--- config.mk ---
export PLATFORM = sky130hd
export DESIGN_NAME = rf_access_arbiter_flat
export DESIGN_NICKNAME = d
export VERILOG_FILES = /design/src/rtl/rf_access_arbiter_if.sv /design/src/rtl/rf_access_arbiter.sv /design/src/flat_wrapper.sv
export SDC_FILE = /design/constraint.sdc
export NUM_CORES = 1
export LEC_CHECK = 0
export CAP_MARGIN = 20
export CELL_PAD_IN_SITES_DETAIL_PLACEMENT = 1
export CELL_PAD_IN_SITES_GLOBAL_PLACEMENT = 1
export CORE_UTILIZATION = 43
export CTS_BUF_LIST = sky130_fd_sc_hd__clkbuf_4 sky130_fd_sc_hd__clkbuf_8
export CTS_CLUSTER_SIZE = 12
export DETAILED_ROUTE_END_ITERATION = 8
export DONT_BUFFER_PORTS = 1
export PLACE_DENSITY = 0.85
export SYNTH_ARGS = -nofsm -noshare
export SYNTH_HDL_FRONTEND = slang
export SYNTH_SLANG_ARGS = --single-unit
--- constraint.sdc ---
create_clock -name clk -period 2.42 [get_ports clk]
set_input_delay 0.121 -clock clk [delete_from_list [all_inputs] [get_ports clk]]
set_output_delay 0.121 -clock clk [all_outputs]
set_load 0.005 [all_outputs]
--- src/rtl/rf_access_arbiter_if.sv ---
// Requester-side access bundle for rf_access_arbiter: request/lock, register
// addresses and write data in, combinational grant and registered read data out.
interface rf_access_arbiter_if #(
  parameter int DATA_W = 16,
  parameter int ADDR_W = 4
);
  logic              req;
  logic              lock;
  logic [ADDR_W-1:0] src1;
  logic [ADDR_W-1:0] src2;
  logic              we;
  logic [ADDR_W-1:0] dst;
  logic [DATA_W-1:0] wdata;
  logic              gnt;
  logic              rvalid;
  logic [DATA_W-1:0] rdata1;
  logic [DATA_W-1:0] rdata2;

  modport master (
    output req, lock, src1, src2, we, dst, wdata,
    input  gnt, rvalid, rdata1, rdata2
  );

  modport slave (
    input  req, lock, src1, src2, we, dst, wdata,
    output gnt, rvalid, rdata1, rdata2
  );
endinterface

--- src/rtl/rf_access_arbiter.sv ---
// Two-requester register-file arbiter: zero-fills the file after reset, then
// grants round-robin with bounded lock bursts and returns registered read data.
//
// state | meaning
// INIT  | writing zero to register init_cnt, no grants, busy=1
// ARB   | arbitrating r0/r1 onto the register file ports
module rf_access_arbiter #(
  parameter int DATA_W   = 16,
  parameter int ADDR_W   = 4,
  parameter int NUM_REGS = 16,
  parameter int MAX_LOCK = 4
) (
  input  logic              clk,
  input  logic              rst,
  rf_access_arbiter_if.slave r0,
  rf_access_arbiter_if.slave r1,
  output logic [ADDR_W-1:0] rf_src1,
  output logic [ADDR_W-1:0] rf_src2,
  output logic [ADDR_W-1:0] rf_dst,
  output logic              rf_we,
  output logic [DATA_W-1:0] rf_wdata,
  input  logic [DATA_W-1:0] rf_rdata1,
  input  logic [DATA_W-1:0] rf_rdata2,
  output logic              busy
);
  localparam int LCW = $clog2(MAX_LOCK + 1);

  typedef enum logic {INIT, ARB} state_t;

  state_t            state_q, state_d;
  logic [ADDR_W-1:0] init_cnt;
  logic              last_gnt;
  logic              last_lock;
  logic [LCW-1:0]    lock_cnt;
  logic              gnt0, gnt1, pick1;
  logic [DATA_W-1:0] cap1, cap2;

  assign busy   = (state_q == INIT);
  assign r0.gnt = gnt0;
  assign r1.gnt = gnt1;

  always_ff @(posedge clk or negedge rst) begin
    if (!rst) state_q <= INIT;
    else      state_q <= state_d;
  end

  always_comb begin
    state_d  = state_q;
    gnt0     = 1'b0;
    gnt1     = 1'b0;
    pick1    = 1'b0;
    rf_src1  = '0;
    rf_src2  = '0;
    rf_dst   = '0;
    rf_we    = 1'b0;
    rf_wdata = '0;
    case (state_q)
      INIT: begin
        rf_we  = 1'b1;
        rf_dst = init_cnt;
        if (init_cnt == ADDR_W'(NUM_REGS - 1)) state_d = ARB;
      end
      ARB: begin
        if (r0.req && r1.req) begin
          // last_lock is only set when the previous cycle carried a locked grant
          if (last_lock && (lock_cnt < LCW'(MAX_LOCK))) pick1 = last_gnt;
          else                                           pick1 = ~last_gnt;
          gnt0 = ~pick1;
          gnt1 = pick1;
        end else begin
          gnt0 = r0.req;
          gnt1 = r1.req;
        end
        if (gnt0) begin
          rf_src1  = r0.src1;
          rf_src2  = r0.src2;
          rf_we    = r0.we;
          rf_dst   = r0.dst;
          rf_wdata = r0.wdata;
        end else if (gnt1) begin
          rf_src1  = r1.src1;
          rf_src2  = r1.src2;
          rf_we    = r1.we;
          rf_dst   = r1.dst;
          rf_wdata = r1.wdata;
        end
      end
      default: state_d = INIT;
    endcase
  end

  assign cap1 = (rf_we && (rf_dst == rf_src1)) ? rf_wdata : rf_rdata1;
  assign cap2 = (rf_we && (rf_dst == rf_src2)) ? rf_wdata : rf_rdata2;

  always_ff @(posedge clk or negedge rst) begin
    if (!rst) begin
      init_cnt  <= '0;
      last_gnt  <= 1'b1;
      last_lock <= 1'b0;
      lock_cnt  <= '0;
      r0.rvalid <= 1'b0;
      r0.rdata1 <= '0;
      r0.rdata2 <= '0;
      r1.rvalid <= 1'b0;
      r1.rdata1 <= '0;
      r1.rdata2 <= '0;
    end else begin
      r0.rvalid <= gnt0;
      r1.rvalid <= gnt1;
      if (state_q == INIT) init_cnt <= init_cnt + 1'b1;
      if (gnt0) begin
        r0.rdata1 <= cap1;
        r0.rdata2 <= cap2;
      end
      if (gnt1) begin
        r1.rdata1 <= cap1;
        r1.rdata2 <= cap2;
      end
      if (gnt0 || gnt1) begin
        last_gnt  <= gnt1;
        last_lock <= gnt1 ? r1.lock : r0.lock;
        if ((gnt1 == last_gnt) && (lock_cnt != '0)) begin
          if (lock_cnt != LCW'(MAX_LOCK)) lock_cnt <= lock_cnt + 1'b1;
        end else begin
          lock_cnt <= LCW'(1);
        end
      end else begin
        last_lock <= 1'b0;
        lock_cnt  <= '0;
      end
    end
  end
endmodule

--- src/flat_wrapper.sv ---
// flat-port wrapper written by rule: the top's interface ports become plain ports
module rf_access_arbiter_flat 
#(
  parameter int DATA_W   = 16,
  parameter int ADDR_W   = 4,
  parameter int NUM_REGS = 16,
  parameter int MAX_LOCK = 4
)
  (clk, rst, rf_src1, rf_src2, rf_dst, rf_we, rf_wdata, rf_rdata1, rf_rdata2, busy, r0_req, r0_lock, r0_src1, r0_src2, r0_we, r0_dst, r0_wdata, r0_gnt, r0_rvalid, r0_rdata1, r0_rdata2, r1_req, r1_lock, r1_src1, r1_src2, r1_we, r1_dst, r1_wdata, r1_gnt, r1_rvalid, r1_rdata1, r1_rdata2);
  rf_access_arbiter_if #(.DATA_W(DATA_W), .ADDR_W(ADDR_W)) r0_i ();
  rf_access_arbiter_if #(.DATA_W(DATA_W), .ADDR_W(ADDR_W)) r1_i ();
  input  logic clk;
  input  logic rst;
  output logic [ADDR_W-1:0] rf_src1;
  output logic [ADDR_W-1:0] rf_src2;
  output logic [ADDR_W-1:0] rf_dst;
  output logic rf_we;
  output logic [DATA_W-1:0] rf_wdata;
  input  logic [DATA_W-1:0] rf_rdata1;
  input  logic [DATA_W-1:0] rf_rdata2;
  output logic busy;
  input wire logic [$bits(r0_i.req)-1:0] r0_req;
  input wire logic [$bits(r0_i.lock)-1:0] r0_lock;
  input wire logic [$bits(r0_i.src1)-1:0] r0_src1;
  input wire logic [$bits(r0_i.src2)-1:0] r0_src2;
  input wire logic [$bits(r0_i.we)-1:0] r0_we;
  input wire logic [$bits(r0_i.dst)-1:0] r0_dst;
  input wire logic [$bits(r0_i.wdata)-1:0] r0_wdata;
  output wire logic [$bits(r0_i.gnt)-1:0] r0_gnt;
  output wire logic [$bits(r0_i.rvalid)-1:0] r0_rvalid;
  output wire logic [$bits(r0_i.rdata1)-1:0] r0_rdata1;
  output wire logic [$bits(r0_i.rdata2)-1:0] r0_rdata2;
  input wire logic [$bits(r1_i.req)-1:0] r1_req;
  input wire logic [$bits(r1_i.lock)-1:0] r1_lock;
  input wire logic [$bits(r1_i.src1)-1:0] r1_src1;
  input wire logic [$bits(r1_i.src2)-1:0] r1_src2;
  input wire logic [$bits(r1_i.we)-1:0] r1_we;
  input wire logic [$bits(r1_i.dst)-1:0] r1_dst;
  input wire logic [$bits(r1_i.wdata)-1:0] r1_wdata;
  output wire logic [$bits(r1_i.gnt)-1:0] r1_gnt;
  output wire logic [$bits(r1_i.rvalid)-1:0] r1_rvalid;
  output wire logic [$bits(r1_i.rdata1)-1:0] r1_rdata1;
  output wire logic [$bits(r1_i.rdata2)-1:0] r1_rdata2;
  assign r0_i.req = r0_req;
  assign r0_i.lock = r0_lock;
  assign r0_i.src1 = r0_src1;
  assign r0_i.src2 = r0_src2;
  assign r0_i.we = r0_we;
  assign r0_i.dst = r0_dst;
  assign r0_i.wdata = r0_wdata;
  assign r0_gnt = r0_i.gnt;
  assign r0_rvalid = r0_i.rvalid;
  assign r0_rdata1 = r0_i.rdata1;
  assign r0_rdata2 = r0_i.rdata2;
  assign r1_i.req = r1_req;
  assign r1_i.lock = r1_lock;
  assign r1_i.src1 = r1_src1;
  assign r1_i.src2 = r1_src2;
  assign r1_i.we = r1_we;
  assign r1_i.dst = r1_dst;
  assign r1_i.wdata = r1_wdata;
  assign r1_gnt = r1_i.gnt;
  assign r1_rvalid = r1_i.rvalid;
  assign r1_rdata1 = r1_i.rdata1;
  assign r1_rdata2 = r1_i.rdata2;
  rf_access_arbiter #(.DATA_W(DATA_W), .ADDR_W(ADDR_W), .NUM_REGS(NUM_REGS), .MAX_LOCK(MAX_LOCK)) u_core (.clk(clk), .rst(rst), .r0(r0_i), .r1(r1_i), .rf_src1(rf_src1), .rf_src2(rf_src2), .rf_dst(rf_dst), .rf_we(rf_we), .rf_wdata(rf_wdata), .rf_rdata1(rf_rdata1), .rf_rdata2(rf_rdata2), .busy(busy));
endmodule
==> reports/results.ini <==
[outcome]
status=finished, violations left
violations=setup timing

[clocking]
root_buffer=clkbuf_8
htreeDepth=3
insertion_delay_ps=340
path_clk_slew_ps=80
cts_tree=yes
clockBufferDepth=2
numCtsBuffers=9
clkSinkCount=76

[power_and_ir_drop]
p_total_w=0.00433
p_switching_w=0.00161
ir_drop_uv=481
seq_power_share_pct=44.7
power_frac_clock_pct=22.9
intPower_w=0.00272
combPwrFrac_pct=32.4
p_leak_nw=2.18
power_density_nw_per_um2=953
switching_share_pct=37.2

[placed_design]
numPortBuffers=0
place_congestion=0.775
place_area_um2=4190
dp_slack_ps=-237
dp_hpwl_um=8750

[logic_synthesis]
post-synth-top-count-cell=dfrtp_1
synth-edff-count=0
synth_cell_types=32
syn-num-nets=502
syn-instance-count=403
synth.top_cells.by_count=dfrtp_1 (75), nand2_1 (69), o31ai_1 (64), a21oi_1 (34), and3_1 (32)
yosys_warnings=0
ys_top_cells_by_area=dfrtp_1 (49%), o31ai_1 (13%), nand2_1 (6.8%)
syn_area_per_cell_um2=9.51
synth_top_cell_by_area=dfrtp_1
synth_top_area_share_pct=49.0
synth-async-reset-ratio_pct=100
synth_seq_cells=76
synth-main-ff-cell=dfrtp_1
synth_area_um2=3830
ys_seq_area_share_pct=49.7

[cells_and_area]
regArea_um2=1900
fill_cells=966
final_layout_size_suffix_gt1_share_pct=18.3
fin_util_pct=52.3
final_nets=521
final_cell_area_um2=4540
n_antenna_cell=0
multiInputGateArea_um2=1810
syn_to_final_growth_pct=18.5

[floorplanning]
start_util_pct=44.2
coreArea_um2=8680
io_pins=194
rows=34
die-height_um=96.4
die_w_um=96.4
die_area_um2=9290

[timing]
layout_setup_ws_ps=-235
whs_ps=19.0
setup_viol_count_final=64
max_freq_mhz=377
slew_headroom_pct=53.5
worst_pin_slew_ps=697
min_period_over_period_pct=110
min_period_ps=2660
rsz0062_at_grt=true
finalHoldViolCount=0
finClkSkew_ps=9.25
drv_slew=0

[min_path]
holdPathEnd=u_core.r0.rdata1[0]
min_delay_path_depth=2
min_path_type=in -> reg
hold_start=rf_rdata1[0]

[worst_setup_path]
crit_type=reg -> reg
max_stage_delay_ps=410
worstPathArrival_ps=2890
crit_path_frequent_cell=buf_12
timing.rr.start=u_core.lock_cnt[2]
r2r_end=u_core.r0.rdata2[8]
path_cells=nand2b_4 -> xnor2_2 -> o21a_1 -> nand2_2 -> inv_2 -> buf_12 -> a221o_1 -> xor2_2 -> nor3_4 -> buf_12 -> a21oi_1 -> o31ai_1
r2r_setup_slack_ps=-240
crit_fanout=32
startpoint_type=flop
reg2reg_depth=12
cp_data_required_time_ps=2660
end_kind=flop
cp_slowest_cell=a221o_1

[detailed_routing]
drtPass1Iterations=4
avgRoutedWirePerCell_um=22.5
route.detailed.drc=0
routed_via_density=6.09
drtAntennaViolNets=0
wl_um=12000
vias=3257
drt_iter0_markers=147

[global_routing]
grt_pass1_vias=3289
antenna_found_initial=0
grt_max_degree=77
grt_overflow=0
grtUsageTotal_pct=25.4
grt_pass1_wl_um=17300

[job]
maxCapViolations=0

==> through the flow <==
stage / TNS (ps) / cells
6_report: -11570 / 535
5_1_grt: -19430 / 535
4_1_cts: -11640 / 534
3_5_place_dp: -11680 / 513
3_3_place_gp: -5020 / 513
2_1_floorplan: -235 / 403
==> power groups by stage <==
stage | combinational (W) | sequential, W | clock [W]
after global routing | 0.00156 | 0.00198 | 0.00106
after CTS | 0.00139 | 0.00194 | 0.00102
after floorplan | 0.000896 | 0.00186 | 0
after detailed placement | 0.00132 | 0.00197 | 0
final | 0.00140 | 0.00193 | 0.000991
after global placement | 0.00126 | 0.00195 | 0
==> flip-flops by register name, summed over array words and instances, names as in the netlist <==
name,cells
u_core.last_lock,1
u_core.r1.rdata1,16
u_core.state_q,1
u_core.r1.rdata2,16
u_core.lock_cnt,3
u_core.init_cnt,4
u_core.r0.rdata2,16
u_core.r0.rvalid,1
u_core.last_gnt,1
u_core.r0.rdata1,16
u_core.r1.rvalid,1
==> per-layer routing <==
metal	global-route usage, %	up-vias	wire length (µm)
li1	-	1478	-
met2	44.9	134	6270
met4	9.19	0	192
met3	5.87	16	826
met5	0	-	0
met1	30.2	1629	4760
==> repair_timing <==
action	CTS	global route
gates cloned	0	0
pin swaps	2	3
gates resized for setup	5	9
setup buffers	1	1
endpoints found under the setup margin	64	68
endpoints found under the hold margin	77	0
hold buffers	4	0
==> final cells by class <==
type	instances	share of cell area [%]
inverter	24	1.98
sequential	76	41.9
clock inverter	5	1.32
multi-input combinational	270	39.8
clock buffer	11	3.20
tap	108	2.98
timing repair buffer	41	8.76
==> how the worst max path moves through the flow <==
stage | endpoint | cells after the start | start | slack, ps
after global placement | u_core.r1.rdata1[13] | 11 | u_core.last_gnt | -120
after CTS | u_core.r0.rdata2[8] | 12 | u_core.lock_cnt[2] | -250
after global routing | u_core.r1.rdata1[6] | 12 | u_core.lock_cnt[2] | -350
after floorplan | u_core.r1.rdata1[10] | 12 | u_core.lock_cnt[2] | -10
final | u_core.r0.rdata2[8] | 12 | u_core.lock_cnt[2] | -240
after detailed placement | u_core.r0.rdata1[10] | 11 | u_core.last_gnt | -240
==> critical path, delay by kind of cell, from the launching register on <==
family          cells  cell delay [ps]
flops               1              380
xor+xnor            2              330
simple gates        3              420
buf+inv             3              400
compound gates      4             1000
==> placed cells by master, fill, tap and decap left out, drive strengths merged, types with 2 or more instances in the layout <==
| master | n |
|---|---|
| and2 | 3 |
| nor3 | 2 |
| clkbuf | 11 |
| nor2 | 2 |
| a22o | 9 |
| nand3 | 5 |
| a21oi | 34 |
| nand2 | 70 |
| clkinv | 2 |
| xor2 | 6 |
| xnor2 | 8 |
| inv | 25 |
| ha | 3 |
| dlygate4sd3 | 3 |
| o31ai | 64 |
| a221oi | 2 |
| nand2b | 2 |
| dfrtp | 75 |
| buf | 38 |
| a22oi | 17 |
| a221o | 3 |
| nor2b | 5 |
| and3 | 32 |
==> logic make-up after synthesis <==
family / synth area share [%]
AOI/OAI and AO/OA: 24.6
xor gates and xnor gates: 3.20
adders and majority gates: 0.980
buffers and inverters: 6.17
DFF: 49.7
muxes: 0.294
and+or+nand+nor: 15.1
Power figures use the tool's default switching activity.
